$ cat src/rtl/hex_byte_asm.sv
// Intel-HEX character-to-byte assembler: pairs hex digits into bytes, tags each
// byte with its record field and checks the record checksum.
module hex_byte_asm #(
    parameter bit ALLOW_LOWER = 1'b1
) (
    input  logic       CLK,
    input  logic       RST,
    input  logic [7:0] CH_IN,
    input  logic       CH_VALID,
    output logic       CH_READY,
    output logic [7:0] BYTE_OUT,
    output logic       BYTE_VALID,
    input  logic       BYTE_READY,
    output logic [2:0] BYTE_KIND,
    output logic [7:0] BYTE_IDX,
    output logic       REC_END,
    output logic       CHK_ERR,
    output logic       FMT_ERR
);

    typedef enum logic [1:0] {S_IDLE, S_HI, S_LO} state_t;
    typedef enum logic [2:0] {
        K_LEN     = 3'd0,
        K_ADDR_HI = 3'd1,
        K_ADDR_LO = 3'd2,
        K_TYPE    = 3'd3,
        K_DATA    = 3'd4,
        K_CHK     = 3'd5
    } kind_t;

    state_t     state, state_d;
    kind_t      field;
    logic [3:0] hi_nib;
    logic [3:0] nib;
    logic       is_hex, is_colon, is_ws;
    logic [7:0] sum, len, data_cnt;
    logic [7:0] new_byte, sum_next;
    logic       accept;
    logic       do_hi, do_load, do_restart, do_fmt;

    assign CH_READY = !(BYTE_VALID && !BYTE_READY);
    assign accept   = CH_VALID && CH_READY;
    assign new_byte = {hi_nib, nib};
    assign sum_next = sum + new_byte;

    // NOTE: every output of a combinational block gets a default first, so no path leaves it unassigned and a latch is never inferred.
    always_comb begin
        is_hex   = 1'b0;
        nib      = 4'd0;
        is_colon = (CH_IN == 8'h3A);
        is_ws    = (CH_IN == 8'h0D) || (CH_IN == 8'h0A) || (CH_IN == 8'h20);
        if (CH_IN >= 8'h30 && CH_IN <= 8'h39) begin
            is_hex = 1'b1;
            nib    = CH_IN[3:0];
        end else if (CH_IN >= 8'h41 && CH_IN <= 8'h46) begin
            is_hex = 1'b1;
            nib    = CH_IN[3:0] + 4'd9;
        end else if (ALLOW_LOWER && CH_IN >= 8'h61 && CH_IN <= 8'h66) begin
            is_hex = 1'b1;
            nib    = CH_IN[3:0] + 4'd9;
        end
    end

    always_comb begin
        state_d    = state;
        do_hi      = 1'b0;
        do_load    = 1'b0;
        do_restart = 1'b0;
        do_fmt     = 1'b0;
        if (accept) begin
            unique case (state)
                S_IDLE: begin
                    if (is_colon) begin
                        do_restart = 1'b1;
                        state_d    = S_HI;
                    end else if (!is_ws) begin
                        do_fmt = 1'b1;
                    end
                end
                S_HI, S_LO: begin
                    if (is_hex) begin
                        if (state == S_HI) begin
                            do_hi   = 1'b1;
                            state_d = S_LO;
                        end else begin
                            do_load = 1'b1;
                            state_d = (field == K_CHK) ? S_IDLE : S_HI;
                        end
                    end else if (is_colon) begin
                        // A stray ':' inside a record is treated as the start of a fresh one.
                        do_fmt     = 1'b1;
                        do_restart = 1'b1;
                        state_d    = S_HI;
                    end else begin
                        do_fmt  = 1'b1;
                        state_d = S_IDLE;
                    end
                end
                default: state_d = S_IDLE;
            endcase
        end
    end

    // NOTE: sequential state uses non-blocking assignments so every register samples pre-edge values, independent of statement order.
    always_ff @(posedge CLK) begin
        if (RST) state <= S_IDLE;
        else     state <= state_d;
    end

    always_ff @(posedge CLK) begin
        if (RST) begin
            BYTE_OUT   <= 8'd0;
            BYTE_VALID <= 1'b0;
            BYTE_KIND  <= 3'd0;
            BYTE_IDX   <= 8'd0;
            REC_END    <= 1'b0;
            CHK_ERR    <= 1'b0;
            FMT_ERR    <= 1'b0;
            field      <= K_LEN;
            hi_nib     <= 4'd0;
            sum        <= 8'd0;
            len        <= 8'd0;
            data_cnt   <= 8'd0;
        end else begin
            REC_END <= 1'b0;
            CHK_ERR <= 1'b0;
            FMT_ERR <= do_fmt;
            if (BYTE_VALID && BYTE_READY) BYTE_VALID <= 1'b0;
            if (do_hi) hi_nib <= nib;
            if (do_restart) begin
                field    <= K_LEN;
                sum      <= 8'd0;
                data_cnt <= 8'd0;
            end
            if (do_load) begin
                BYTE_VALID <= 1'b1;
                BYTE_OUT   <= new_byte;
                BYTE_KIND  <= field;
                BYTE_IDX   <= (field == K_DATA) ? data_cnt : 8'd0;
                sum        <= sum_next;
                unique case (field)
                    K_LEN: begin
                        len   <= new_byte;
                        field <= K_ADDR_HI;
                    end
                    K_ADDR_HI: field <= K_ADDR_LO;
                    K_ADDR_LO: field <= K_TYPE;
                    K_TYPE: begin
                        data_cnt <= 8'd0;
                        field    <= (len == 8'd0) ? K_CHK : K_DATA;
                    end
                    K_DATA: begin
                        data_cnt <= data_cnt + 8'd1;
                        if (data_cnt == len - 8'd1) field <= K_CHK;
                    end
                    K_CHK: begin
                        REC_END <= 1'b1;
                        CHK_ERR <= (sum_next != 8'd0);
                        field   <= K_LEN;
                    end
                    default: field <= K_LEN;
                endcase
            end
        end
    end

endmodule

$ cat config.mk
export PLATFORM = sky130hd
export DESIGN_NAME = hex_byte_asm
export DESIGN_NICKNAME = d
export VERILOG_FILES = /design/src/rtl/hex_byte_asm.sv
export SDC_FILE = /design/constraint.sdc
export NUM_CORES = 1
export LEC_CHECK = 0
export CORE_MARGIN = 1.5
export CORE_UTILIZATION = 51
export CTS_BUF_LIST = sky130_fd_sc_hd__clkbuf_4 sky130_fd_sc_hd__clkbuf_8 sky130_fd_sc_hd__clkbuf_16
export DETAILED_ROUTE_END_ITERATION = 10
export PLACE_DENSITY = 0.76
export SETUP_SLACK_MARGIN = 0.4
export SYNTH_ARGS = -nofsm -noshare
export SYNTH_HDL_FRONTEND = slang
export SYNTH_SLANG_ARGS = --single-unit
$ cat constraint.sdc
create_clock -name CLK -period 3.1 [get_ports CLK]
set_input_delay 0.62 -clock CLK [delete_from_list [all_inputs] [get_ports CLK]]
set_output_delay 0.62 -clock CLK [all_outputs]
set_load 0.02 [all_outputs]
==> results of run 1 <==
[flip-flops by register name, indices dropped and copies added (netlist names)]
register    cells
BYTE_VALID      1
state           2
BYTE_KIND       3
REC_END         1
FMT_ERR         1
hi_nib          4
field           3
CHK_ERR         1
BYTE_OUT        8
len             8
BYTE_IDX        8
data_cnt        8
sum             8
[logic make-up (layout without fill, tap and decap cells)]
logic type,after synthesis,after routing
AO/OA/AOI/OAI,97,97
flip-flops,56,56
XOR/XNOR,20,20
AND/OR/NAND/NOR,132,132
multiplexers,9,9
buffers and inverters,29,104
adder cells (fa/ha/maj),18,18
[layer usage]
| metal | vias to the layer above | wire length, um | GRT usage |
|---|---|---|---|
| met1 | 1413 | 3703 | 0.3358 |
| met4 | 0 | 169 | 0.07586 |
| met5 | - | 0 | 0 |
| met3 | 17 | 337 | 0.04889 |
| li1 | 1443 | - | - |
| met2 | 63 | 4295 | 0.4463 |
[layout by cell type, fill, tap and decap left out, drive strengths merged, types with 2 or more instances in the layout]
cell and instances:
nand2 43, nor3 6, a31o 3, ha 17
o21ai 20, nand3b 2, dfxtp 56, a211oi 12
xnor2 9, o31ai 3, a221oi 2, inv 8
o21bai 2, mux2i 9, clkdlybuf4s50 27, a21o 7
buf 58, or3 2, xor2 11, nand2b 6
a32oi 2, and2 3, nor4b 2, clkbuf 7
nor4 5, a22o 6, a21oi 27, clkinvlp 2
nor2 32, nand3 21, a22oi 3, nor3b 3
[layout make-up]
cell class,count,area (sq um),share of cell area
multi-input cells,276,2122,0.5039
flip-flops and latches,56,1121,0.2662
repair buffers,87,742.0,0.1762
well taps,75,93.84,0.02228
clock buffers,6,76.32,0.01812
inverters,9,40.04,0.009507
clock inverters,2,16.27,0.003862
[power by group through the flow]
stage                     Sequential, uW  Clock (uW)  Combinational [uW]
final                                720         416                 124
after detailed placement             737           0                 101
after floorplan                      738           0                49.4
after global routing                 720         455                 131
after CTS                            720         419                 115
after global placement               737           0                99.4
[stage by stage]
step	power, uW	util
final	1260	0.7113
after global placement	836.0	0.6473
after global routing	1306	0.7113
after CTS	1254	0.6993
after floorplan	786.9	-
after detailed placement	837.8	0.6473
[worst max-delay path by stage]
stage | start | end | slack, ns | cells past startpoint
2_1_floorplan | CH_IN[1] | CHK_ERR$_SDFF_PP0_ | 0.16 | 13
6_report | CH_IN[1] | CHK_ERR$_SDFF_PP0_ | 0.28 | 14
4_1_cts | CH_IN[1] | CHK_ERR$_SDFF_PP0_ | 0.37 | 14
5_1_grt | CH_IN[0] | CHK_ERR$_SDFF_PP0_ | 0.22 | 14
3_3_place_gp | CH_IN[1] | CHK_ERR$_SDFF_PP0_ | -0.40 | 13
3_5_place_dp | CH_IN[1] | CHK_ERR$_SDFF_PP0_ | -0.50 | 13
[worst register-to-register path: cells and delay by family, from the launching register on]
family / cells / cell delay, ns
adder cells (fa/ha/maj): 1 / 0.31
flip-flops: 1 / 0.46
AO/OA/AOI/OAI: 6 / 1.53
buffers and inverters: 1 / 0.10
[cells in the mapped netlist (2+ instances only)]
cell / n / share of area
dfxtp_1: 56 / 0.36
nand2_1: 43 / 0.051
nor2_1: 32 / 0.038
a21oi_1: 26 / 0.041
nand3_1: 21 / 0.033
ha_1: 17 / 0.068
o21ai_0: 14 / 0.022
clkbuf_1: 12 / 0.014
xor2_1: 11 / 0.031
a211oi_1: 9 / 0.021
inv_1: 9 / 0.011
mux2i_1: 9 / 0.029
xnor2_1: 9 / 0.025
a21o_1: 7 / 0.017
a22o_1: 6 / 0.017
nand2b_1: 6 / 0.012
o21ai_1: 6 / 0.0096
buf_2: 5 / 0.0080
nor3_1: 5 / 0.0080
a22oi_1: 3 / 0.0072
and2_1: 3 / 0.0060
nor3b_1: 3 / 0.0072
nor4_1: 3 / 0.0060
o31ai_1: 3 / 0.0072
a211oi_2: 2 / 0.0080
a31o_2: 2 / 0.0056
a32oi_1: 2 / 0.0056
nand3b_1: 2 / 0.0048
o21bai_1: 2 / 0.0048
or3_1: 2 / 0.0040
[timing repair]
item	CTS	global route
setup endpoints to repair	7	4
pin swaps	27	13
resized for setup	47	20
buffers inserted	13	4
==> results.yml, run 1 <==
critical_path:
  data_arrival_at_the_endpoint_of_the_critical_path_ns: 3.03
  rr_endpoint: "field[2]$_SDFF_PP0_"
  r2r.worst_path.cells: 8
  crit_buf_inv: 3
  path_class: "in -> reg"
  cp_slowest_cell: "o311ai_2"
  cp_top_family: "compound AO/OA/AOI/OAI gates"
  crit_fanout: 3
  worstReg2RegStart: "len[0]$_SDFFE_PP0P_"
  required_ns: 3.31
  cp_cell_sequence: "buf_6 -> clkinvlp_4 -> ha_4 -> nand2b_4 -> o211a_1 -> a22oi_2 -> inv_1 -> ha_1 -> a21o_1 -> nand4_1 -> nand3_1 -> o311ai_2 -> nand3_1 -> o31a_1"
  rrSetupSlack_ns: 0.62
  cpPeakStageDelay_ns: 0.33
  worst_path_most_repeated_cell: "nand3_1"
  critPathCaptureType: "flop"
  critical_path.startpoint_type: "primary input"
min_path:
  min_path_cells: 2
  hp-start: "BYTE_IDX[6]$_SDFFE_PP0P_"
  holdPathEnd: "BYTE_IDX[6]$_SDFFE_PP0P_"
  hp-class: "reg -> reg"
placement:
  port_buffers: 35
  dpl.hpwl_um: 5716
  placed_cell_count: 486
  place_worst_setup_slack_ns: -0.5029
  post_dp_cell_area_sq_um: 3832
  place_congestion: 0.8839
sta:
  layout_setup_ws_ns: 0.2813
  timing.hold.ws_ns: 0.4550
  period_needed_ns: 2.819
  clock-skew-final_ns: 0.01095
  grt_setup_unrepaired: "yes"
  timing.slew.headroom: 0.5281
  worst_slew_pin_slew_ns: 0.7056
  finalMaxSlewViolations: 0
  min_period_over_period: 0.9093
  setup_viol_count_final: 0
  final.setup.tns_ns: 0
  timing.fmax_ghz: 0.3548
  finalHoldViolations: 0
drt:
  drtIter0Drc: 121
  route.detailed.wl_per_inst_um: 16.65
  final_antenna_net_count: 0
  drcViolationCount: 0
  drt_pre_antenna_iters: 4
  vias: 2936
  vias_per_cell: 5.746
  route.final.wire_length_um: 8506
synthesis:
  avgSynthCellArea_sq_um: 8.706
  mappedNetlistArea_sq_um: 3143
  synth.ff_latch_count: 56
  syn-num-nets: 391
  synthCells: 361
  ys_warn_count: 0
  ys_async_sr_fraction: 0
  synth_cell_types: 61
  yosys.area_share.simple: 0.2154
  synthXorXnorAreaFrac: 0.05573
  synth-compound-area-share: 0.2293
  largest_family_of_logic_cells_by_synthesized_area: "compound AO/OA/AOI/OAI gates"
  synth_enable_flop_cells: 0
  synth_seq_area_share: 0.3567
  leading_register_cell_type_out_of_synthesis: "dfxtp_1"
  adder_cell_share_of_the_synthesized_area: 0.07404
  synthMuxAreaShare: 0.02866
global_route:
  first_pass_grt_wire_length_um: 13440
  grt_antenna_before_repair: 0
  grt_util_overall: 0.2620
  grt-ovfl-total: 0
  grt_max_degree: 23
  number_of_global_route_vias_before_repair: 2773
run_status:
  run_status: "finished, final reports clean"
power:
  power-per-cell-area_nw_per_um2: 299.2
  comb_power_share: 0.098
  internal_power_uw: 951.1
  clock_power_share: 0.330
  total_leakage_power_uw: 0.001605
  switching_power_uw: 309.0
  p_seq_frac: 0.571
  power.ir.vdd_worst_mv: 0.1753
  p_sw_frac: 0.2452
clocking:
  cts.path.max_buffers: 2
  h-tree-depth: 2
  worstSkewPairLatency_ns: 0.32
  tritoncts: "yes"
  cts-buffers-inserted: 5
  clkTransAtPathRegs_ns: 0.11
  cts_num_sinks: 56
  cts_root_buf: "clkbuf_8"
  cts_hold_repair.buffers: 0
die:
  boundaryPins: 36
  fp.dieW_um: 81.51
  fp.dieH_um: 81.51
  num_rows: 28
  starting_density_of_the_core: 0.5309
  die_area_sq_um: 6643
  core_region_area_sq_um: 5921
final_layout:
  final_design_area_no_fill_sq_um: 4212
  layout.cells.non_filler: 511
  filler_cell_count: 446
  syn_to_final_growth_pct: 34.00
  post_route_cells_drive_above_1_share: 0.2683
  diodes: 0
  final_nets: 465
run:
  drv_cap: 0
(Power assumes the default switching activity.)
==> inputs of run 2 (changes only) <==
--- a/config.mk
+++ b/config.mk
@@ -5,12 +5,15 @@
 export SDC_FILE = /design/constraint.sdc
 export NUM_CORES = 1
 export LEC_CHECK = 0
+export CELL_PAD_IN_SITES_DETAIL_PLACEMENT = 0
+export CELL_PAD_IN_SITES_GLOBAL_PLACEMENT = 1
 export CORE_MARGIN = 1.5
-export CORE_UTILIZATION = 51
+export CORE_UTILIZATION = 38
 export CTS_BUF_LIST = sky130_fd_sc_hd__clkbuf_4 sky130_fd_sc_hd__clkbuf_8 sky130_fd_sc_hd__clkbuf_16
 export DETAILED_ROUTE_END_ITERATION = 10
-export PLACE_DENSITY = 0.76
+export PLACE_DENSITY_LB_ADDON = 0.1
 export SETUP_SLACK_MARGIN = 0.4
+export SKIP_LAST_GASP = 1
 export SYNTH_ARGS = -nofsm -noshare
 export SYNTH_HDL_FRONTEND = slang
 export SYNTH_SLANG_ARGS = --single-unit
==> run 2 against run 1 <==
Against the previous run: via count decreased by 6.7%; largest power group unchanged; core utilization decreased by 18 points; die area grew 33%; largest cell class unchanged; clock power grew 12%; cell count is 3.5% higher; sequential power about the same; sequential share of layout area is 0.14 points higher; design area fell by 0.53%; critical path depth decreased by 1.
==> results.yml, run 2 (synthesis results as in run 1) <==
run_status:
  run_status: "finished, final reports clean"
global_route:
  grt-ovfl-total: 0
  grt_util_overall: 0.2010
  use_met1: 0.2916
  first_pass_grt_wire_length_um: 14050
  global_route.usage.met2: 0.3182
  grt_antenna_before_repair: 0
  met3_usage: 0.02832
  grt_busiest_layer: "met2"
  number_of_global_route_vias_before_repair: 2815
  grt_max_degree: 40
min_path:
  hp-class: "reg -> reg"
die:
  core_region_area_sq_um: 7848
  fp.dieH_um: 93.95
  die_area_sq_um: 8826
  fp.dieW_um: 93.95
  starting_density_of_the_core: 0.4005
  boundaryPins: 36
  num_rows: 32
critical_path:
  worst_path_most_repeated_cell: "o21ai_2"
  data_arrival_at_the_endpoint_of_the_critical_path_ns: 2.93
  cp_slowest_cell: "nor4b_4"
  crit_buf_inv: 2
  path_class: "in -> reg"
  crit_fanout: 3
  required_ns: 3.31
  cpPeakStageDelay_ns: 0.37
  cp_cell_sequence: "buf_8 -> nor4b_4 -> o21ai_2 -> o21ai_2 -> ha_2 -> inv_2 -> fa_2 -> nand2b_4 -> a21oi_4 -> a21o_1 -> a21oi_2 -> xnor2_2 -> o31a_1"
  critical_path.startpoint_type: "primary input"
  cp_top_family: "compound AO/OA/AOI/OAI gates"
  critPathCaptureType: "flop"
placement:
  place_worst_setup_slack_ns: -0.4608
  post_dp_cell_area_sq_um: 3879
  dpl.hpwl_um: 5926
  port_buffers: 35
  place_congestion: 0.8116
  placed_cell_count: 513
power:
  power.ir.vdd_worst_mv: 0.1888
  power-per-cell-area_nw_per_um2: 311.5
  p_sw_frac: 0.2252
  comb_power_share: 0.090
  clock_power_share: 0.358
  p_seq_frac: 0.552
  internal_power_uw: 1011
  report.power.total_uw: 1305
  total_leakage_power_uw: 0.001581
  switching_power_uw: 293.9
clocking:
  cts-buffers-inserted: 5
  cts_hold_repair.buffers: 0
  h-tree-depth: 2
  cts.path.max_buffers: 2
  worstSkewPairLatency_ns: 0.31
  cts_num_sinks: 56
  tritoncts: "yes"
  clkTransAtPathRegs_ns: 0.10
  cts_root_buf: "clkbuf_8"
sta:
  setup_viol_count_final: 0
  timing.slew.headroom: 0.6342
  layout_setup_ws_ns: 0.3753
  grt_setup_unrepaired: "yes"
  worst_slew_pin_slew_ns: 0.5470
  timing.fmax_ghz: 0.3670
  period_needed_ns: 2.725
  finalMaxSlewViolations: 0
  finalHoldViolations: 0
  min_period_over_period: 0.8789
  final.setup.tns_ns: 0
  clock-skew-final_ns: 0.006477
final_layout:
  final_nets: 458
  syn_to_final_growth_pct: 33.28
  most_common_cell_after_layout_fill_and_taps_aside: "dfxtp_1"
  layout.cells.most_common_list: "dfxtp_1, buf_4, nand2_1, nor2_1, clkdlybuf4s50_1"
  final_design_area_no_fill_sq_um: 4189
  layout.cells.non_filler: 529
  post_route_cells_drive_above_1_share: 0.2506
  diodes: 0
drt:
  route.detailed.wl_per_inst_um: 15.42
  drt_pre_antenna_iters: 4
  route.final.wire_length_um: 8159
  vias: 2740
  drcViolationCount: 0
  drtIter0Drc: 78
  final_antenna_net_count: 0
  vias_per_cell: 5.180
run:
  drv_cap: 0
==> run 2: cell types whose count changed in the layout (fill, tap and decap cells not counted), moves of 2 or more <==
cell	before	now
buf_4	49	45
buf_6	7	1
buf_8	0	2
ha_4	4	2
==> run 2: metrics by stage <==
stage	hold slack (ns)	utilization
floorplan	0.4443	-
global placement	0.4413	0.4943
detailed placement	0.4474	0.4943
CTS	0.4617	0.5238
global route	0.4719	0.5338
finish	0.4591	0.5338
==> run 2: worst paths after layout <==
kind | cells past startpoint | startpoint | to | slack (ns)
worst min register to register | 2 | BYTE_IDX[1]$_SDFFE_PP0P_ | BYTE_IDX[1]$_SDFFE_PP0P_ | 0.46
worst max register to register | 8 | len[0]$_SDFFE_PP0P_ | field[2]$_SDFF_PP0_ | 0.66
worst max-delay path | 13 | CH_IN[7] | CHK_ERR$_SDFF_PP0_ | 0.38
worst min-delay path | 2 | BYTE_IDX[1]$_SDFFE_PP0P_ | BYTE_IDX[1]$_SDFFE_PP0P_ | 0.46
==> run 2: worst reg2reg max path, delay by kind of cell, from the launching register on <==
| kind | cells | cell delay [ns] |
|---|---|---|
| adders and majority gates | 1 | 0.31 |
| buffers and inverters | 1 | 0.10 |
| DFF | 1 | 0.47 |
| AOI/OAI and AO/OA | 6 | 1.50 |
==> run 2: layout make-up <==
class                           instances  area [sq um]
Fill cell                             767          3659
Multi-Input combinational cell        276          2103
Tap cell                              102         127.6
Inverter                                9         40.04
Clock buffer                            5         68.82
Clock inverter                          1         30.03
Timing Repair Buffer                   80         698.2
Sequential cell                        56          1121
==> run 2: what timing repair did <==
action,4_1_cts,5_1_grt
endpoints found under the hold margin,0,0
pin swaps,27,25
setup endpoints to repair,7,4
gates resized for setup,47,15
buffers inserted,6,4
==> run 2: metal layers <==
metal  vias to the layer above  wire, um
met4                         0        63
met5                         -         0
met2                        34      3543
met1                      1280      4336
met3                         5       215
li1                       1421         -
==> run 2: power groups by stage <==
stage / clock (uW) / sequential, uW / combinational, uW
after global placement: 0 / 737 / 104
final: 467 / 720 / 118
after floorplan: 0 / 738 / 49.4
after global routing: 500 / 720 / 127
after detailed placement: 0 / 737 / 104
after CTS: 481 / 720 / 112
==> inputs of run 3 (changes only) <==
==> constraint.sdc (replaced) <==
create_clock -name CLK -period 2.48 [get_ports CLK]
set_input_delay 0.496 -clock CLK [delete_from_list [all_inputs] [get_ports CLK]]
set_output_delay 0.496 -clock CLK [all_outputs]
set_load 0.02 [all_outputs]
==> run 3 against run 2 <==
Against the previous run: the run now ends with negative setup slack left; wire length rose by 4.5%; sequential power is 25% higher; worst setup slack worse by 0.46 ns; core utilization increased by 5.3 points; worst hold slack is essentially flat; non-clock buffer count is 28 higher; total power grew 22%; sequential cell count stayed put; sequential share of layout area decreased by 2.2 points; global-route usage decreased by 0.29 points; critical path type unchanged.
==> results.yml, run 3 (synthesis results as in run 1) <==
run_status:
  run_status: "finished with violations"
  violations: "negative setup slack"
critical_path:
  rr_endpoint: "CHK_ERR$_SDFF_PP0_"
  required_ns: 2.69
  path_class: "in -> reg"
  cpPeakStageDelay_ns: 0.34
  cp_cell_sequence: "dlygate4sd2_1 -> nand4bb_4 -> a21oi_4 -> nand2_1 -> o21ai_2 -> ha_2 -> inv_2 -> fa_2 -> nand2b_4 -> a21oi_4 -> a21o_1 -> a21oi_2 -> xnor2_1 -> o31a_1"
  data_arrival_at_the_endpoint_of_the_critical_path_ns: 2.78
  crit_fanout: 3
  rrSetupSlack_ns: 0.40
  critical_path.startpoint_type: "primary input"
  worst_path_most_repeated_cell: "a21oi_4"
  r2r.worst_path.cells: 6
  cp_slowest_cell: "fa_2"
  worstReg2RegStart: "hi_nib[0]$_SDFFE_PP0P_"
  critPathCaptureType: "flop"
final_layout:
  final_nets: 486
  register_area_sq_um: 1132
  layout.cells.most_common_list: "buf_4, dfxtp_1, nand2_1, clkdlybuf4s50_1, nor2_1"
  layout.cells.non_filler: 559
  most_common_cell_after_layout_fill_and_taps_aside: "buf_4"
  syn_to_final_growth_pct: 46.54
  diodes: 0
  final_design_area_no_fill_sq_um: 4606
  filler_cell_count: 727
  multi_input_area_sq_um: 2217
  post_route_cells_drive_above_1_share: 0.3392
sta:
  setup_viol_count_final: 2
  layout_setup_ws_ns: -0.08342
  min_period_over_period: 1.034
  period_needed_ns: 2.563
  clock-skew-final_ns: 0.007639
  final.setup.tns_ns: -0.09777
  grt_setup_unrepaired: "yes"
  timing.fmax_ghz: 0.3901
  worst_slew_pin_slew_ns: 0.5156
  timing.slew.headroom: 0.6526
  finalMaxSlewViolations: 0
  finalHoldViolations: 0
drt:
  drtIter0Drc: 68
  route.final.wire_length_um: 8528
  vias: 2961
  drcViolationCount: 0
  drt_pre_antenna_iters: 4
  route.detailed.wl_per_inst_um: 15.26
  final_antenna_net_count: 0
  vias_per_cell: 5.297
clocking:
  cts-buffers-inserted: 5
  worstSkewPairLatency_ns: 0.31
  cts_num_sinks: 56
  tritoncts: "yes"
  cts.path.max_buffers: 2
  h-tree-depth: 2
  clkTransAtPathRegs_ns: 0.11
  cts_root_buf: "clkbuf_8"
min_path:
  hp-start: "BYTE_IDX[6]$_SDFFE_PP0P_"
  min_path_cells: 2
  holdPathEnd: "BYTE_IDX[6]$_SDFFE_PP0P_"
  hp-class: "reg -> reg"
die:
  num_rows: 32
  starting_density_of_the_core: 0.4005
  boundaryPins: 36
  fp.dieH_um: 93.95
  die_area_sq_um: 8826
  fp.dieW_um: 93.95
  core_region_area_sq_um: 7848
placement:
  placed_cell_count: 524
  port_buffers: 35
  post_dp_cell_area_sq_um: 4003
  place_congestion: 0.8391
  dpl.hpwl_um: 6087
power:
  comb_power_share: 0.102
  power-per-cell-area_nw_per_um2: 347.1
  total_leakage_power_uw: 0.001752
  p_sw_frac: 0.2558
  switching_power_uw: 408.9
  power.ir.vdd_worst_mv: 0.2231
  internal_power_uw: 1190
  p_seq_frac: 0.562
  clock_power_share: 0.337
global_route:
  grt_util_overall: 0.1981
  grt-ovfl-total: 0
  grt_max_degree: 20
  first_pass_grt_wire_length_um: 13810
  grt_antenna_before_repair: 0
  number_of_global_route_vias_before_repair: 2886
run:
  drv_cap: 0
-- run 3: power by group through the flow --
stage	Combinational, uW	Sequential (uW)	Clock [uW]
after floorplan	65.2	922	0
after global placement	140	921	0
after detailed placement	141	921	0
after CTS	155	899	556
after global routing	175	898	589
final	163	898	538
-- run 3: final cells by class --
class,count,share of cell area
Sequential cell,56,0.2459
Timing Repair Buffer,108,0.2154
Inverter,9,0.008693
Tap cell,102,0.02771
Clock inverter,3,0.005977
Multi-Input combinational cell,276,0.4814
Clock buffer,5,0.01494
-- run 3: stage by stage --
step,total power [uW],utilization,worst slack (ns),hold WS [ns]
6_report,1599,0.5869,-0.08342,0.4590
5_1_grt,1662,0.5869,-0.1852,0.4791
4_1_cts,1611,0.5475,-0.1359,0.4615
3_5_place_dp,1062,0.5100,-0.9603,0.4440
3_3_place_gp,1060,0.5100,-0.8899,0.4375
2_1_floorplan,987.1,-,-0.3321,0.4429
-- run 3: metal layers --
metal  share of wire  vias up  wire length, um  GRT usage
met5               0        -                0          0
met4          0.0084        0               72    0.04353
met3           0.023        8              196    0.03074
met2            0.52       41             4425     0.3575
met1            0.45     1418             3834     0.2468
li1                -     1494                -          -
-- run 3: what timing repair did --
item | 4_1_cts | 5_1_grt
buffers inserted | 7 | 18
gates resized for setup | 57 | 40
setup endpoints to repair | 56 | 50
gates cloned | 0 | 2
pin swaps | 32 | 32
hold buffers | 0 | 0
-- run 3: critical path: cells and delay by family --
| kind | cells | cell delay (ns) |
|---|---|---|
| xor gates and xnor gates | 1 | 0.14 |
| adders and majority gates | 2 | 0.55 |
| AOI/OAI and AO/OA | 6 | 0.87 |
| buffers and inverters | 2 | 0.31 |
| and+or+nand+nor | 3 | 0.40 |
-- run 3: worst max path at each step --
stage | start | end | slack, ns | depth (start not counted)
final | CH_IN[5] | CHK_ERR$_SDFF_PP0_ | -0.08 | 14
after global routing | CH_IN[1] | CHK_ERR$_SDFF_PP0_ | -0.19 | 16
after CTS | CH_IN[1] | CHK_ERR$_SDFF_PP0_ | -0.14 | 14
after detailed placement | CH_IN[0] | CHK_ERR$_SDFF_PP0_ | -0.96 | 16
after global placement | CH_IN[0] | CHK_ERR$_SDFF_PP0_ | -0.89 | 16
after floorplan | CH_IN[3] | CHK_ERR$_SDFF_PP0_ | -0.33 | 13
